**src/rtl/boot_clock_pkg.sv**
```systemverilog
// boot_clock_gen shared types and helpers.
// Per-channel state is stored at MAX_DIV_W and zero-extended from DIV_WIDTH.
package boot_clock_pkg;

  localparam int MAX_CH    = 8;
  localparam int MAX_DIV_W = 16;

  typedef logic [MAX_DIV_W-1:0] div_t;

  localparam div_t MIN_DIV = div_t'(2);

  typedef struct packed {
    div_t cnt;
    div_t div;
    div_t pending;
    logic pend_valid;
    logic run;
  } ch_state_t;

  function automatic div_t eff_div(div_t d);
    return (d < MIN_DIV) ? MIN_DIV : d;
  endfunction

endpackage

```
**src/rtl/boot_clock_gen_if.sv**
```systemverilog
// boot_clock_gen divide-ratio load bus.
// Master drives a one-cycle DIV_LOAD strobe with target channel and ratio.
interface boot_clock_gen_if #(
  parameter int NUM_CH    = 2,
  parameter int DIV_WIDTH = 8
);

  localparam int CH_W = (NUM_CH > 1) ? $clog2(NUM_CH) : 1;

  logic                 DIV_LOAD;
  logic [CH_W-1:0]      DIV_CH;
  logic [DIV_WIDTH-1:0] DIV_VAL;

  modport master (
    output DIV_LOAD,
    output DIV_CH,
    output DIV_VAL
  );

  modport slave (
    input DIV_LOAD,
    input DIV_CH,
    input DIV_VAL
  );

endinterface

```
**src/rtl/boot_clock_div_ch.sv**
```systemverilog
// boot_clock_gen single channel: programmable divider with
// wrap-aligned stop and deferred ratio update.
module boot_clock_div_ch
  import boot_clock_pkg::*;
#(
  parameter int DIV_WIDTH   = 8,
  parameter int DEFAULT_DIV = 4
) (
  input  logic                 clk,
  input  logic                 rst_n,
  input  logic                 en,
  input  logic                 ld,
  input  logic [DIV_WIDTH-1:0] ld_val,
  output logic                 o,
  output logic                 tick,
  output logic                 active
);

  ch_state_t st_q, st_d;
  logic      o_q, o_d;
  logic      tick_q, tick_d;

  div_t n;
  div_t h;
  div_t cnt_inc;
  div_t val;
  div_t nxt_div;
  logic at_end;
  logic is_idle;
  logic is_wrap;
  logic is_run;

  always_comb begin
    val     = div_t'(ld_val);
    n       = eff_div(st_q.div);
    h       = n >> 1;
    cnt_inc = st_q.cnt + div_t'(1);
    at_end  = (st_q.cnt == (n - div_t'(1)));
    is_idle = !st_q.run;
    is_wrap = st_q.run && at_end;
    is_run  = st_q.run && !at_end;
    // A load on the wrap edge beats an older pending value
    nxt_div = st_q.pend_valid ? st_q.pending : st_q.div;
    if (ld) begin
      nxt_div = val;
    end
  end

  always_comb begin
    st_d   = st_q;
    o_d    = o_q;
    tick_d = 1'b0;
    unique case (1'b1)
      is_idle: begin
        o_d = 1'b0;
        if (ld) begin
          st_d.div = val;
        end
        if (en) begin
          st_d.cnt = '0;
          st_d.run = 1'b1;
          o_d      = 1'b1;
          tick_d   = 1'b1;
        end
      end
      is_wrap: begin
        st_d.div        = nxt_div;
        st_d.pend_valid = 1'b0;
        st_d.cnt        = '0;
        if (en) begin
          o_d    = 1'b1;
          tick_d = 1'b1;
        end else begin
          o_d      = 1'b0;
          st_d.run = 1'b0;
        end
      end
      is_run: begin
        st_d.cnt = cnt_inc;
        o_d      = (cnt_inc < h);
        if (ld) begin
          st_d.pending    = val;
          st_d.pend_valid = 1'b1;
        end
      end
      default: begin
        st_d = st_q;
      end
    endcase
  end

  always_ff @(posedge clk) begin
    if (!rst_n) begin
      st_q.cnt        <= '0;
      st_q.div        <= div_t'(DEFAULT_DIV);
      st_q.pending    <= '0;
      st_q.pend_valid <= 1'b0;
      st_q.run        <= 1'b0;
      o_q             <= 1'b0;
      tick_q          <= 1'b0;
    end else begin
      st_q   <= st_d;
      o_q    <= o_d;
      tick_q <= tick_d;
    end
  end

  assign o      = o_q;
  assign tick   = tick_q;
  assign active = st_q.run;

endmodule

```
**src/rtl/boot_clock_gen.sv**
```systemverilog
// boot_clock_gen top: decodes the load bus into per-channel strobes
// and instantiates one divider per channel.
module boot_clock_gen
  import boot_clock_pkg::*;
#(
  parameter int NUM_CH      = 2,
  parameter int DIV_WIDTH   = 8,
  parameter int DEFAULT_DIV = 4
) (
  input  logic              CLK,
  input  logic              RST_N,
  input  logic [NUM_CH-1:0] EN,
  boot_clock_gen_if.slave   cfg,
  output logic [NUM_CH-1:0] O,
  output logic [NUM_CH-1:0] TICK,
  output logic [NUM_CH-1:0] ACTIVE
);

  localparam int CH_W = (NUM_CH > 1) ? $clog2(NUM_CH) : 1;

  logic [NUM_CH-1:0] ld;

  // Out-of-range channel numbers match no strobe and are dropped
  always_comb begin
    ld = '0;
    for (int i = 0; i < NUM_CH; i++) begin
      if (cfg.DIV_LOAD && (cfg.DIV_CH == CH_W'(i))) begin
        ld[i] = 1'b1;
      end
    end
  end

  for (genvar g = 0; g < NUM_CH; g++) begin : g_ch
    boot_clock_div_ch #(
      .DIV_WIDTH   (DIV_WIDTH),
      .DEFAULT_DIV (DEFAULT_DIV)
    ) u_ch (
      .clk    (CLK),
      .rst_n  (RST_N),
      .en     (EN[g]),
      .ld     (ld[g]),
      .ld_val (cfg.DIV_VAL),
      .o      (O[g]),
      .tick   (TICK[g]),
      .active (ACTIVE[g])
    );
  end

endmodule

```
**src/flat_wrapper.sv**
```systemverilog
// flat-port wrapper written by rule: the top's interface ports become plain ports
module boot_clock_gen_flat import boot_clock_pkg::*;
#(
  parameter int NUM_CH      = 2,
  parameter int DIV_WIDTH   = 8,
  parameter int DEFAULT_DIV = 4
)
  (CLK, RST_N, EN, O, TICK, ACTIVE, cfg_DIV_LOAD, cfg_DIV_CH, cfg_DIV_VAL);
  boot_clock_gen_if #(.NUM_CH(NUM_CH), .DIV_WIDTH(DIV_WIDTH)) cfg_i ();
  input  logic CLK;
  input  logic RST_N;
  input  logic [NUM_CH-1:0] EN;
  output logic [NUM_CH-1:0] O;
  output logic [NUM_CH-1:0] TICK;
  output logic [NUM_CH-1:0] ACTIVE;
  input wire logic [$bits(cfg_i.DIV_LOAD)-1:0] cfg_DIV_LOAD;
  input wire logic [$bits(cfg_i.DIV_CH)-1:0] cfg_DIV_CH;
  input wire logic [$bits(cfg_i.DIV_VAL)-1:0] cfg_DIV_VAL;
  assign cfg_i.DIV_LOAD = cfg_DIV_LOAD;
  assign cfg_i.DIV_CH = cfg_DIV_CH;
  assign cfg_i.DIV_VAL = cfg_DIV_VAL;
  boot_clock_gen #(.NUM_CH(NUM_CH), .DIV_WIDTH(DIV_WIDTH), .DEFAULT_DIV(DEFAULT_DIV)) u_core (.CLK(CLK), .RST_N(RST_N), .EN(EN), .cfg(cfg_i), .O(O), .TICK(TICK), .ACTIVE(ACTIVE));
endmodule
```
**config.mk**
```make
export PLATFORM = sky130hd
export DESIGN_NAME = boot_clock_gen_flat
export DESIGN_NICKNAME = d
export VERILOG_FILES = /design/src/rtl/boot_clock_pkg.sv /design/src/rtl/boot_clock_gen_if.sv /design/src/rtl/boot_clock_div_ch.sv /design/src/rtl/boot_clock_gen.sv /design/src/flat_wrapper.sv
export SDC_FILE = /design/constraint.sdc
export NUM_CORES = 1
export LEC_CHECK = 0
export CAP_MARGIN = 20
export CORE_MARGIN = 4
export CORE_UTILIZATION = 54
export CTS_BUF_LIST = sky130_fd_sc_hd__clkbuf_8 sky130_fd_sc_hd__clkbuf_16
export DETAILED_ROUTE_END_ITERATION = 7
export PLACE_DENSITY = 0.7
export SLEW_MARGIN = 20
export SYNTH_ARGS = -nofsm -noshare
export SYNTH_HDL_FRONTEND = slang
export SYNTH_SLANG_ARGS = --single-unit
```
**constraint.sdc**
```tcl
create_clock -name CLK -period 6.02 [get_ports CLK]
set_clock_uncertainty 0.2 [all_clocks]
set_input_delay 0.602 -clock CLK [delete_from_list [all_inputs] [get_ports CLK]]
set_output_delay 0.602 -clock CLK [all_outputs]
set_load 0.01 [all_outputs]
```
==> results of run 1 <==
-- cell type report --
cell class,count,share of cell area
inverters,23,0.0178
repair buffers,20,0.0407
multi-input cells,415,0.578
clock buffers,9,0.0255
flip-flops and latches,72,0.296
clock inverters,7,0.0142
well taps,105,0.0270
-- where the power goes --
part / leakage [nW] / internal, W / switching, W
clock network: 0.101 / 0.000163 / 0.000218
registers: 0.586 / 0.000492 / 0.0000216
logic: 1.25 / 0.0000733 / 0.000103
-- per-stage QoR --
step	std cells	hold slack [ns]	utilization
6_report	651	0.257	0.592
3_5_place_dp	635	0.249	0.567
2_1_floorplan	556	0.236	-
5_1_grt	651	0.288	0.592
3_3_place_gp	635	0.243	0.567
4_1_cts	651	0.263	0.591
-- layer usage --
layer	GRT usage	vias up	routed length, um
li1	-	1989	-
met2	0.379	59	5290
met3	0.0486	10	280
met5	0	-	0
met1	0.277	1857	4730
met4	0.0704	0	122
-- critical path, delay by kind of cell, from the launching register on --
family | cells | cell delay (ns)
xor+xnor | 1 | 0.12
mux | 1 | 0.16
compound gates | 1 | 0.23
simple gates | 7 | 2.61
flops | 1 | 0.39
fa+ha+maj | 1 | 0.27
-- placed cells by master, fill, tap and decap left out, types with 4 or more instances in the layout --
cell	n
a211oi_1	11
a21oi_1	38
a22o_1	9
a22oi_1	6
a31oi_1	14
and2_1	4
and3_1	9
clkbuf_8	9
clkdlybuf4s50_1	19
dfxtp_1	72
ha_1	18
inv_1	22
mux2i_1	27
nand2_1	35
nand3_1	40
nand4_1	11
nor2_1	40
nor3_1	13
nor4_1	6
o21a_1	4
o21ai_0	24
or3_1	5
or4_1	8
xnor2_1	28
xor2_1	14
-- cell families (layout without fill, tap and decap cells) --
family                   after synthesis  count (layout)
AO/OA/AOI/OAI                        132             132
multiplexers                          27              27
XOR/XNOR                              42              42
AND/OR/NAND/NOR                      196             196
adder cells (fa/ha/maj)               18              18
flip-flops                            72              72
buffers and inverters                 69              59
-- worst max path at each step --
stage	to	slack [ns]	cells after the start
CTS	u_core.g_ch[1].u_ch.st_q[19]	1.95	11
global route	u_core.g_ch[1].u_ch.st_q[23]	1.76	11
finish	u_core.g_ch[1].u_ch.st_q[19]	1.95	11
detailed placement	u_core.g_ch[1].u_ch.st_q[19]	1.99	11
floorplan	u_core.g_ch[1].u_ch.st_q[18]	2.22	13
global placement	u_core.g_ch[1].u_ch.st_q[21]	2.16	11
-- sequential cells by signal, summed over array words and instances (netlist names) --
register,cells
u_core.g_ch.u_ch.st_q,66
u_core.g_ch.u_ch.active,2
u_core.g_ch.u_ch.o,2
u_core.g_ch.u_ch.tick,2
==> flow_summary.ini, run 1 <==
[status]
status = finished, final reports clean

[min_path]
hp-start = u_core.g_ch[0].u_ch.st_q[9]
holdPathStages = 2
min_to = u_core.g_ch[0].u_ch.st_q[9]
hp-class = reg -> reg

[grt]
grt_pass1_vias = 3747
grt_pass1_wl_mm = 18.0
grt_max_degree = 47
grt_usage = 0.222
antenna_found_initial = 0
grt_overflow = 0

[synthesis]
ys_seq_area_frac = 0.317
synthesis.nets = 588
ys_seq_elements = 72
synth_most_common_cell = dfxtp_1
synth_top_family_by_area = simple AND/OR/NAND/NOR gates
synth.avg_cell_area_sq_um = 8.18
synthTopCellsByArea = dfxtp_1, mux2i_1, xnor2_1, ha_1, nand3_1
synth_top_area_share = 0.317
synth_edf_count = 0
synth_compound_area_frac = 0.197
synthFlopType = dfxtp_1
synthSimpleGateAreaFrac = 0.230
synth_warnings = 0
ys_types = 62
synth_xor_area_frac = 0.0809
yosys.area.top_type = dfxtp_1
synthArstFlopShare = 0
syn_area_sq_um = 4550
synthAdderAreaFrac = 0.0495
syn_inst = 556
synth_common_cells = dfxtp_1, nand3_1, nor2_1
synthMuxAreaShare = 0.0594

[cts]
cts_max_path_buffers = 2
clkLatencyLatePin_ns = 0.36
clock-sinks = 72
path_clk_slew_ns = 0.10
cts_buffers = 9
cts_tree = yes
ctsHoldBuffers = 0
cts_resized = 0
post_cts_buffers = 0
htreeDepth = 3
root_buffer = clkbuf_8

[timing]
rsz0062_at_grt = no
worst_slew_pin_slew_ns = 1.07
tns_ns = 0
relSlewSlack = 0.282
hold_viol = 0
max_freq_mhz = 246
maxSlewViolCount = 0
layout_min_cycle_time_ns = 4.07
fin_ws_ns = 1.95
fin_crit_sh = 0.675
setup_viol = 0

[final_layout]
seq_area_sq_um = 1440
final_nets = 573
n_antenna_cell = 0
multi_input_area_sq_um = 2810
drive_above_1_share = 0.0714
fillers = 752
final_area_sq_um = 4860
area_delta_synth_final_pct = 6.91

[critical_path]
path_max_fanout = 8
crit_path_start = u_core.g_ch[1].u_ch.st_q[20]
critPathMaxStageDelay_ns = 0.66
critical_path_arrival_ns = 4.13
critPathKind = reg -> reg
crit_slowest_cell = or4_4
cp-start-kind = register
crit_top_cell = or4_1
reg2reg_from = u_core.g_ch[1].u_ch.st_q[20]
cp-end-kind = register
reg2reg_depth = 11
timing.rr.end = u_core.g_ch[1].u_ch.st_q[19]
worstPathCellList = or3_1, or4_1, nor3_1, ha_1, xnor2_1, or4_1, nor4_2, nand4_2, or4_4, mux2i_1, a211oi_1
required_ns = 6.08
rrSetupSlack_ns = 1.95

[power_and_ir_drop]
finalPower_w = 0.00107
p_per_area_nw_per_um2 = 220
p_leak_nw = 1.94
ir_worst_vdd_uv = 120

[drt]
ant_nets = 0
firstDrtPassIters = 4
remaining_drc_errors = 0
wl_mm = 10.4
drtIter0Drc = 229
wire_per_inst_um = 16.0
vias = 3915
vias_per_cell = 6.01

[floorplan]
ios = 20
die_w_um = 99.8
start_util = 0.554
die_y_um = 99.8
core-area_sq_um = 8220
dieArea_sq_um = 9960
rows = 33

[placed_design]
place_ws_ns = 1.99
port_buffers = 19
hpwl_mm = 7.50
placed_cell_area_sq_um = 4660
place_congestion = 0.896

[run]
maxCapViolCount = 0
(Power assumes the default switching activity.)
==> run 2, diff against run 1 <==
==> constraint.sdc (replaced) <==
create_clock -name CLK -period 4.15 [get_ports CLK]
set_clock_uncertainty 0.2 [all_clocks]
set_input_delay 0.415 -clock CLK [delete_from_list [all_inputs] [get_ports CLK]]
set_output_delay 0.415 -clock CLK [all_outputs]
set_load 0.01 [all_outputs]
==> run 2 against run 1 <==
Hold slack hardly changed; highest routed layer unchanged; sequential power is 44% higher; clock power is 54% higher; cell count is 1.1% higher; largest cell class unchanged; core utilization is 0.70 points higher; via count is 1.8% higher; combinational power is 51% higher.
==> flow_summary.ini, run 2 (synthesis gave the netlist of run 1 again) <==
[critical_path]
reg2reg_depth = 11
path_buf_inv = 0
cp-end-kind = register
crit_slowest_cell = or4_4
worstPathCellList = or3_1, or4_1, nor3_1, ha_1, xnor2_1, or4_1, nor4_2, nand4_2, or4_4, mux2i_1, a211oi_1
critPathMaxStageDelay_ns = 0.65
critPathKind = reg -> reg
path_max_fanout = 8
critPathTopFamily = simple AND/OR/NAND/NOR gates
crit_top_cell = or4_1
cp-start-kind = register
timing.rr.end = u_core.g_ch[1].u_ch.st_q[19]
rrSetupSlack_ns = 0.22
critical_path_arrival_ns = 3.99
required_ns = 4.21
reg2reg_from = u_core.g_ch[1].u_ch.st_q[21]

[cts]
cts_buffers = 9
htreeDepth = 3
path_clk_slew_ns = 0.08
ctsHoldBuffers = 0
clkLatencyLatePin_ns = 0.35
cts_max_path_buffers = 2
post_cts_buffers = 0
cts_tree = yes
root_buffer = clkbuf_8
clock-sinks = 72
cts_resized = 0

[final_layout]
fillers = 708
final_nets = 580
top_register = u_core.g_ch.u_ch.st_q
layout.cells.most_common = dfxtp_1
n_antenna_cell = 0
most-common-layout-cells = dfxtp_1, nand3_1, nor2_1, a21oi_1, nand2_1
largest_register_ffs = 66
final_area_sq_um = 4920
area_delta_synth_final_pct = 8.17
drive_above_1_share = 0.0814

[placed_design]
placed_cell_area_sq_um = 4710
hpwl_mm = 7.53
port_buffers = 19
place_congestion = 0.959

[timing]
layout_min_cycle_time_ns = 3.93
hold-worst-slack_ns = 0.257
tns_ns = 0
fin_crit_sh = 0.947
max_freq_mhz = 255
rsz0062_at_grt = no
relSlewSlack = 0.420
worst_slew_pin_slew_ns = 0.867
maxSlewViolCount = 0
setup_viol = 0
hold_viol = 0

[min_path]
min_to = u_core.g_ch[0].u_ch.st_q[5]
holdPathStages = 2
hp-class = reg -> reg
hp-start = u_core.g_ch[0].u_ch.st_q[5]

[drt]
remaining_drc_errors = 0
wl_mm = 10.5
wire_per_inst_um = 15.9
vias_per_cell = 6.05
ant_nets = 0
drtIter0Drc = 196
vias = 3984
firstDrtPassIters = 4

[grt]
grt_overflow = 0
grt_max_degree = 30
grt_pass1_vias = 3724
antenna_found_initial = 0
grt_pass1_wl_mm = 18.1
grt_usage = 0.220

[floorplan]
dieArea_sq_um = 9960
start_util = 0.554
ios = 20
die_y_um = 99.8
core-area_sq_um = 8220
rows = 33
die_w_um = 99.8

[run]
maxCapViolCount = 0

[power_and_ir_drop]
p_per_area_nw_per_um2 = 324
p_leak_nw = 1.97
finalPower_w = 0.00159
ir_worst_vdd_uv = 213

[status]
status = finished, final reports clean
-- run 2: layout make-up --
type	instances	area [sq um]	area share
multi-input combinational	415	2810	0.571
sequential	72	1440	0.293
timing repair buffer	27	250	0.0509
clock buffer	10	138	0.0280
tap	105	131	0.0267
inverter	23	86.3	0.0175
clock inverter	6	65.1	0.0132
-- run 2: worst max path at each step --
stage                                            start                           end  slack [ns]  cells after the start
after detailed placement  u_core.g_ch[1].u_ch.st_q[21]  u_core.g_ch[1].u_ch.st_q[19]        0.23                     11
final                     u_core.g_ch[1].u_ch.st_q[21]  u_core.g_ch[1].u_ch.st_q[19]        0.22                     11
after CTS                 u_core.g_ch[1].u_ch.st_q[21]  u_core.g_ch[1].u_ch.st_q[19]        0.21                     11
after global placement    u_core.g_ch[1].u_ch.st_q[21]  u_core.g_ch[1].u_ch.st_q[21]        0.34                     11
after floorplan           u_core.g_ch[1].u_ch.st_q[20]  u_core.g_ch[1].u_ch.st_q[18]        0.35                     13
after global routing      u_core.g_ch[1].u_ch.st_q[20]  u_core.g_ch[1].u_ch.st_q[24]        0.01                     12
-- run 2: report_power, final --
| group | internal (W) | switching (W) |
|---|---|---|
| Clock | 0.000297 | 0.000291 |
| Combinational | 0.000111 | 0.000154 |
| Sequential | 0.000714 | 0.0000278 |
-- run 2: routing by layer --
metal,global-route usage,vias to the layer above,part of all wire
met3,0.0306,19,0.031
met2,0.370,74,0.49
met1,0.287,1900,0.46
li1,-,1991,-
met5,0,-,0
met4,0.0777,0,0.017
-- run 2: worst min-delay path, delay by kind of cell, from the launching register on --
kind / cells / cell delay (ns)
compound gates: 1 / 0.05
flops: 1 / 0.31
simple gates: 1 / 0.05
-- run 2: per-stage QoR --
step,instances,utilization,setup slack (ns)
floorplan,556,-,0.349
global placement,642,0.574,0.335
detailed placement,642,0.574,0.229
CTS,658,0.598,0.210
global route,658,0.599,0.0128
finish,658,0.599,0.221
==> run 3, diff against run 2 <==
--- a/config.mk
+++ b/config.mk
@@ -10,6 +10,7 @@
 export CORE_UTILIZATION = 54
 export CTS_BUF_LIST = sky130_fd_sc_hd__clkbuf_8 sky130_fd_sc_hd__clkbuf_16
 export DETAILED_ROUTE_END_ITERATION = 7
+export GPL_TIMING_DRIVEN = 0
 export PLACE_DENSITY = 0.7
 export SLEW_MARGIN = 20
 export SYNTH_ARGS = -nofsm -noshare
==> run 3 against run 2 <==
Global-route usage up 0.88 points; register-to-register slack worse by 0.13 ns; final area grew 4.3%; non-clock buffer count grew 39; sequential power barely moved; via count grew 5.7%; critical endpoint is now u_core.g_ch[1].u_ch.st_q[21]; largest power group unchanged; highest routed layer unchanged.
==> flow_summary.ini, run 3 (synthesis gave the netlist of run 1 again) <==
[status]
status = finished, final reports clean

[critical_path]
cp-end-kind = register
critPathKind = reg -> reg
worstPathCellList = or3_4, or4_1, nor3_2, ha_1, xnor2_1, or4_4, nor4_2, nand4_2, or4_4, buf_6, mux2i_1, a211oi_1
crit_top_cell = or4_4
reg2reg_from = u_core.g_ch[1].u_ch.st_q[20]
timing.rr.end = u_core.g_ch[1].u_ch.st_q[21]
reg2reg_depth = 12
cp-start-kind = register
critical_path_arrival_ns = 4.08
path_max_fanout = 8
required_ns = 4.18
crit_slowest_cell = or4_4
critPathMaxStageDelay_ns = 0.55
rrSetupSlack_ns = 0.1

[drt]
ant_nets = 0
firstDrtPassIters = 5
wl_mm = 11.3
drtIter0Drc = 184
remaining_drc_errors = 0
wire_per_inst_um = 16.2
vias = 4210
vias_per_cell = 6.05

[grt]
grt_pass1_vias = 3812
grt.busiest_layer = met2
grt_usage = 0.228
use_met1 = 0.272
grt_overflow = 0
grt_max_degree = 13
grt_use_met3 = 0.0424
antenna_found_initial = 0
grt_pass1_wl_mm = 18.2
gr-usage-met2 = 0.399

[final_layout]
most-common-layout-cells = dfxtp_1, nand3_1, nor2_1, a21oi_1, nand2_1
drive_above_1_share = 0.0948
layout.cells.most_common = dfxtp_1
final_area_sq_um = 5130
area_delta_synth_final_pct = 12.8
finalNonFillerCells = 696
largest_register_ffs = 66
utilization = 0.625
top_register = u_core.g_ch.u_ch.st_q
n_antenna_cell = 0
final_nets = 619

[power_and_ir_drop]
p_per_area_nw_per_um2 = 323
ir_worst_vdd_uv = 178
p_leak_nw = 2.04

[cts]
cts_max_path_buffers = 2
clock-sinks = 72
cts_tree = yes
cts_buffers = 9
clkLatencyLatePin_ns = 0.36
htreeDepth = 3
root_buffer = clkbuf_8
path_clk_slew_ns = 0.09

[timing]
hold-worst-slack_ns = 0.257
hold_viol = 0
maxSlewViolCount = 0
layout_min_cycle_time_ns = 4.05
setup_viol = 0
relSlewSlack = 0.570
max_freq_mhz = 247
fin_ws_ns = 0.0953
worst_slew_pin_slew_ns = 0.645
fin_crit_sh = 0.977

[min_path]
hp-class = reg -> reg
hp-start = u_core.g_ch[0].u_ch.st_q[9]
holdPathStages = 2
min_to = u_core.g_ch[0].u_ch.st_q[9]

[floorplan]
rows = 33
start_util = 0.554
ios = 20
dieArea_sq_um = 9960
core-area_sq_um = 8220
die_y_um = 99.8
die_w_um = 99.8

[placed_design]
place_ws_ns = -0.0758
dp_cells = 680
placed_cell_area_sq_um = 4870
hpwl_mm = 8.36
place_congestion = 0.868
port_buffers = 19

[run]
maxCapViolCount = 0
[run 3: how the worst max path moves through the flow]
stage | start | slack [ns] | endpoint | depth (start not counted)
floorplan | u_core.g_ch[1].u_ch.st_q[20] | 0.35 | u_core.g_ch[1].u_ch.st_q[18] | 13
global placement | u_core.g_ch[1].u_ch.st_q[20] | -0.02 | u_core.g_ch[1].u_ch.st_q[21] | 13
detailed placement | u_core.g_ch[1].u_ch.st_q[20] | -0.08 | u_core.g_ch[1].u_ch.st_q[19] | 13
CTS | u_core.g_ch[1].u_ch.st_q[20] | 0.05 | u_core.g_ch[1].u_ch.st_q[19] | 13
global route | u_core.g_ch[1].u_ch.st_q[20] | -0.01 | u_core.g_ch[1].u_ch.st_q[21] | 12
finish | u_core.g_ch[1].u_ch.st_q[20] | 0.1 | u_core.g_ch[1].u_ch.st_q[21] | 12
[run 3: layer usage]
layer  routed length, um  part of all wire  vias up
li1                    -                 -     2071
met1                4900              0.43     1995
met2                5600              0.50      116
met3                 500             0.044       28
met4                 308             0.027        0
met5                   0                 0        -
[run 3: cell type report]
cell class | count | area, sq um
plain buffers | 45 | 210
clock buffers | 10 | 138
clock inverters | 5 | 81.3
fillers | 749 | 3080
inverters | 23 | 86.3
multi-input cells | 415 | 2840
flip-flops and latches | 72 | 1450
well taps | 105 | 131
repair buffers | 21 | 203
[run 3: repair_timing]
item,CTS,global route
endpoints found under the setup margin,8,53
gates resized for setup,1,10
hold buffers,0,0
buffers inserted,1,0
pin swaps,1,8
[run 3: power breakdown]
group	internal, W	leakage [nW]	switching (W)
Sequential	0.000714	0.586	0.0000251
Combinational	0.000122	1.35	0.000168
Clock	0.000352	0.108	0.000278
Total	0.00119	2.04	0.000472
[run 3: worst max-delay path, delay by kind of cell (launching register included)]
| family | cells | cell delay, ns |
|---|---|---|
| compound gates | 1 | 0.11 |
| xor+xnor | 1 | 0.13 |
| fa+ha+maj | 1 | 0.28 |
| buf+inv | 1 | 0.17 |
| flops | 1 | 0.38 |
| mux | 1 | 0.26 |
| simple gates | 7 | 2.41 |
[run 3: per-stage QoR]
step	total power, W	setup TNS, ns
global placement	0.00103	-0.0271
floorplan	0.000950	0
CTS	0.00166	0
global route	0.00173	-0.0135
finish	0.00166	0
detailed placement	0.00103	-0.180
==> RTL edit (settings of run 1) <==
Reset style: asynchronous (`rst_n`), changed in one clocked block.
--- a/src/rtl/boot_clock_div_ch.sv
+++ b/src/rtl/boot_clock_div_ch.sv
@@ -89,7 +89,7 @@
     endcase
   end
 
-  always_ff @(posedge clk) begin
+  always_ff @(posedge clk or negedge rst_n) begin
     if (!rst_n) begin
       st_q.cnt        <= '0;
       st_q.div        <= div_t'(DEFAULT_DIV);
Check against the original RTL: differs if RST_N is asserted again (counterexample within 4 cycles, from zero or initial values and one cycle with RST_N low); with RST_N held inactive, the same outputs for 4 cycles.
==> RTL edit against run 1 <==
Global-route usage shrank 0.54 points. Worst setup slack gained 0.15 ns. Area after synthesis grew 0.63%. Sequential cell count is the same. Routed wire length shrank 3.5%. Total power grew 26%. Core utilization grew 0.70 points. Final area grew 1.2%. Highest routed layer unchanged.
==> RTL edit: results (changes against run 1) <==
Placed Area 0.00472 mm^2 (was 0.00466 mm^2); fraction of synthesized cell area in xor and xnor cells 7.85% (was 8.09%); GR Util met3 3.47% (was 4.86%); proportion of synthesized chip area in sequential cells 39.4% (was 31.7%); met1 usage 29.8% (was 27.7%); fraction of met2 tracks used by global routing 34.5% (was 37.9%); proportion of synthesized flip-flops having asynchronous set or reset 100% (was 0%); wire length of the first global-routing pass 17.3 mm (was 18.0 mm); Synth Area in Compound Gates 16.7% (was 19.7%); multiplexer area fraction after synthesis 8.37% (was 5.94%); Total Nets Final 496 (was 573); number of global-route vias before repair 3533 (was 3747); initial DRC count 148 (was 229); class of the tightest hold or removal check in2async (was reg2reg); share of synthesized cell area in full adder, half adder and majority cells 4.92% (was 4.95%); library cells used by synthesis 56 (was 62); data arrival time of the critical path 3.95 ns (was 4.13 ns); Layout fillers 706 (was 752); post-DR wirelength/cell 17.5 um (was 16.0 um); end point of the critical path u_core.g_ch[0].u_ch.st_q[45]$_DFFE_PN0P_ (was u_core.g_ch[1].u_ch.st_q[19]$_SDFFE_PN0P_); Crit path largest cell delay 0.50 ns (was 0.66 ns); critical path launch point u_core.g_ch[0].u_ch.st_q[22]$_DFFE_PN0P_ (was u_core.g_ch[1].u_ch.st_q[20]$_SDFFE_PN1P_); GR Util All Layers 21.6% (was 22.2%); net switching component of the power 0.000451 W (was 0.000343 W); DR vias/cell 6.18 (was 6.01); setup slack after placement 2.08 ns (was 1.99 ns); IR Drop Worst-Case VDD 230 uV (was 120 uV); via count 3550 (was 3915); length in cells of the worst reg-to-reg path 12 (was 11); hold slack final 0.154 ns (was 0.257 ns); leakage power figure 2.09 nW (was 1.94 nW); biggest area contributors in the synthesized netlist dfrtp_1 (38%), xnor2_1 (5.2%), ha_1 (4.9%), mux2_2 (4.4%), mux2i_1 (3.9%) (was dfxtp_1 (32%), mux2i_1 (5.9%), xnor2_1 (5.4%), ha_1 (5.0%), nand3_1 (4.4%)); ranking of synthesized cells by instance count dfrtp_1 (70), nand2_1 (30), xnor2_1 (27) (was dfxtp_1 (72), nand3_1 (40), nor2_1 (40)); reported clock group power 0.000400 W (was 0.000382 W); run status finished clean (unchanged); area overhead of the layout relative to synthesis 7.49% (was 6.91%)
[RTL edit: cell count changes after synthesis, moves of 7 or more]
cell / before / now
nor2_1: 40 / 18
dfxtp_1: 72 / 0
dfrtp_1: 0 / 70
a21oi_1: 38 / 20
mux2_2: 0 / 18
o21ai_0: 24 / 12
clkbuf_1: 31 / 19
o221a_2: 0 / 8
a211oi_1: 11 / 4
nand2b_1: 1 / 9
nand3_1: 40 / 17
mux2i_1: 27 / 18
[RTL edit: cell type report]
| type | count | area share, % |
|---|---|---|
| clock inverters | 7 | 1.55 |
| inverters | 19 | 1.45 |
| repair buffers | 20 | 3.97 |
| flip-flops and latches | 72 | 36.7 |
| clock buffers | 9 | 2.52 |
| multi-input cells | 342 | 51.2 |
| well taps | 105 | 2.67 |
[RTL edit: routing by layer]
layer | routed length [um] | part of all wire, %
met1 | 4750 | 47
met2 | 4800 | 48
met3 | 278 | 2.8
met4 | 229 | 2.3
met5 | 0 | 0
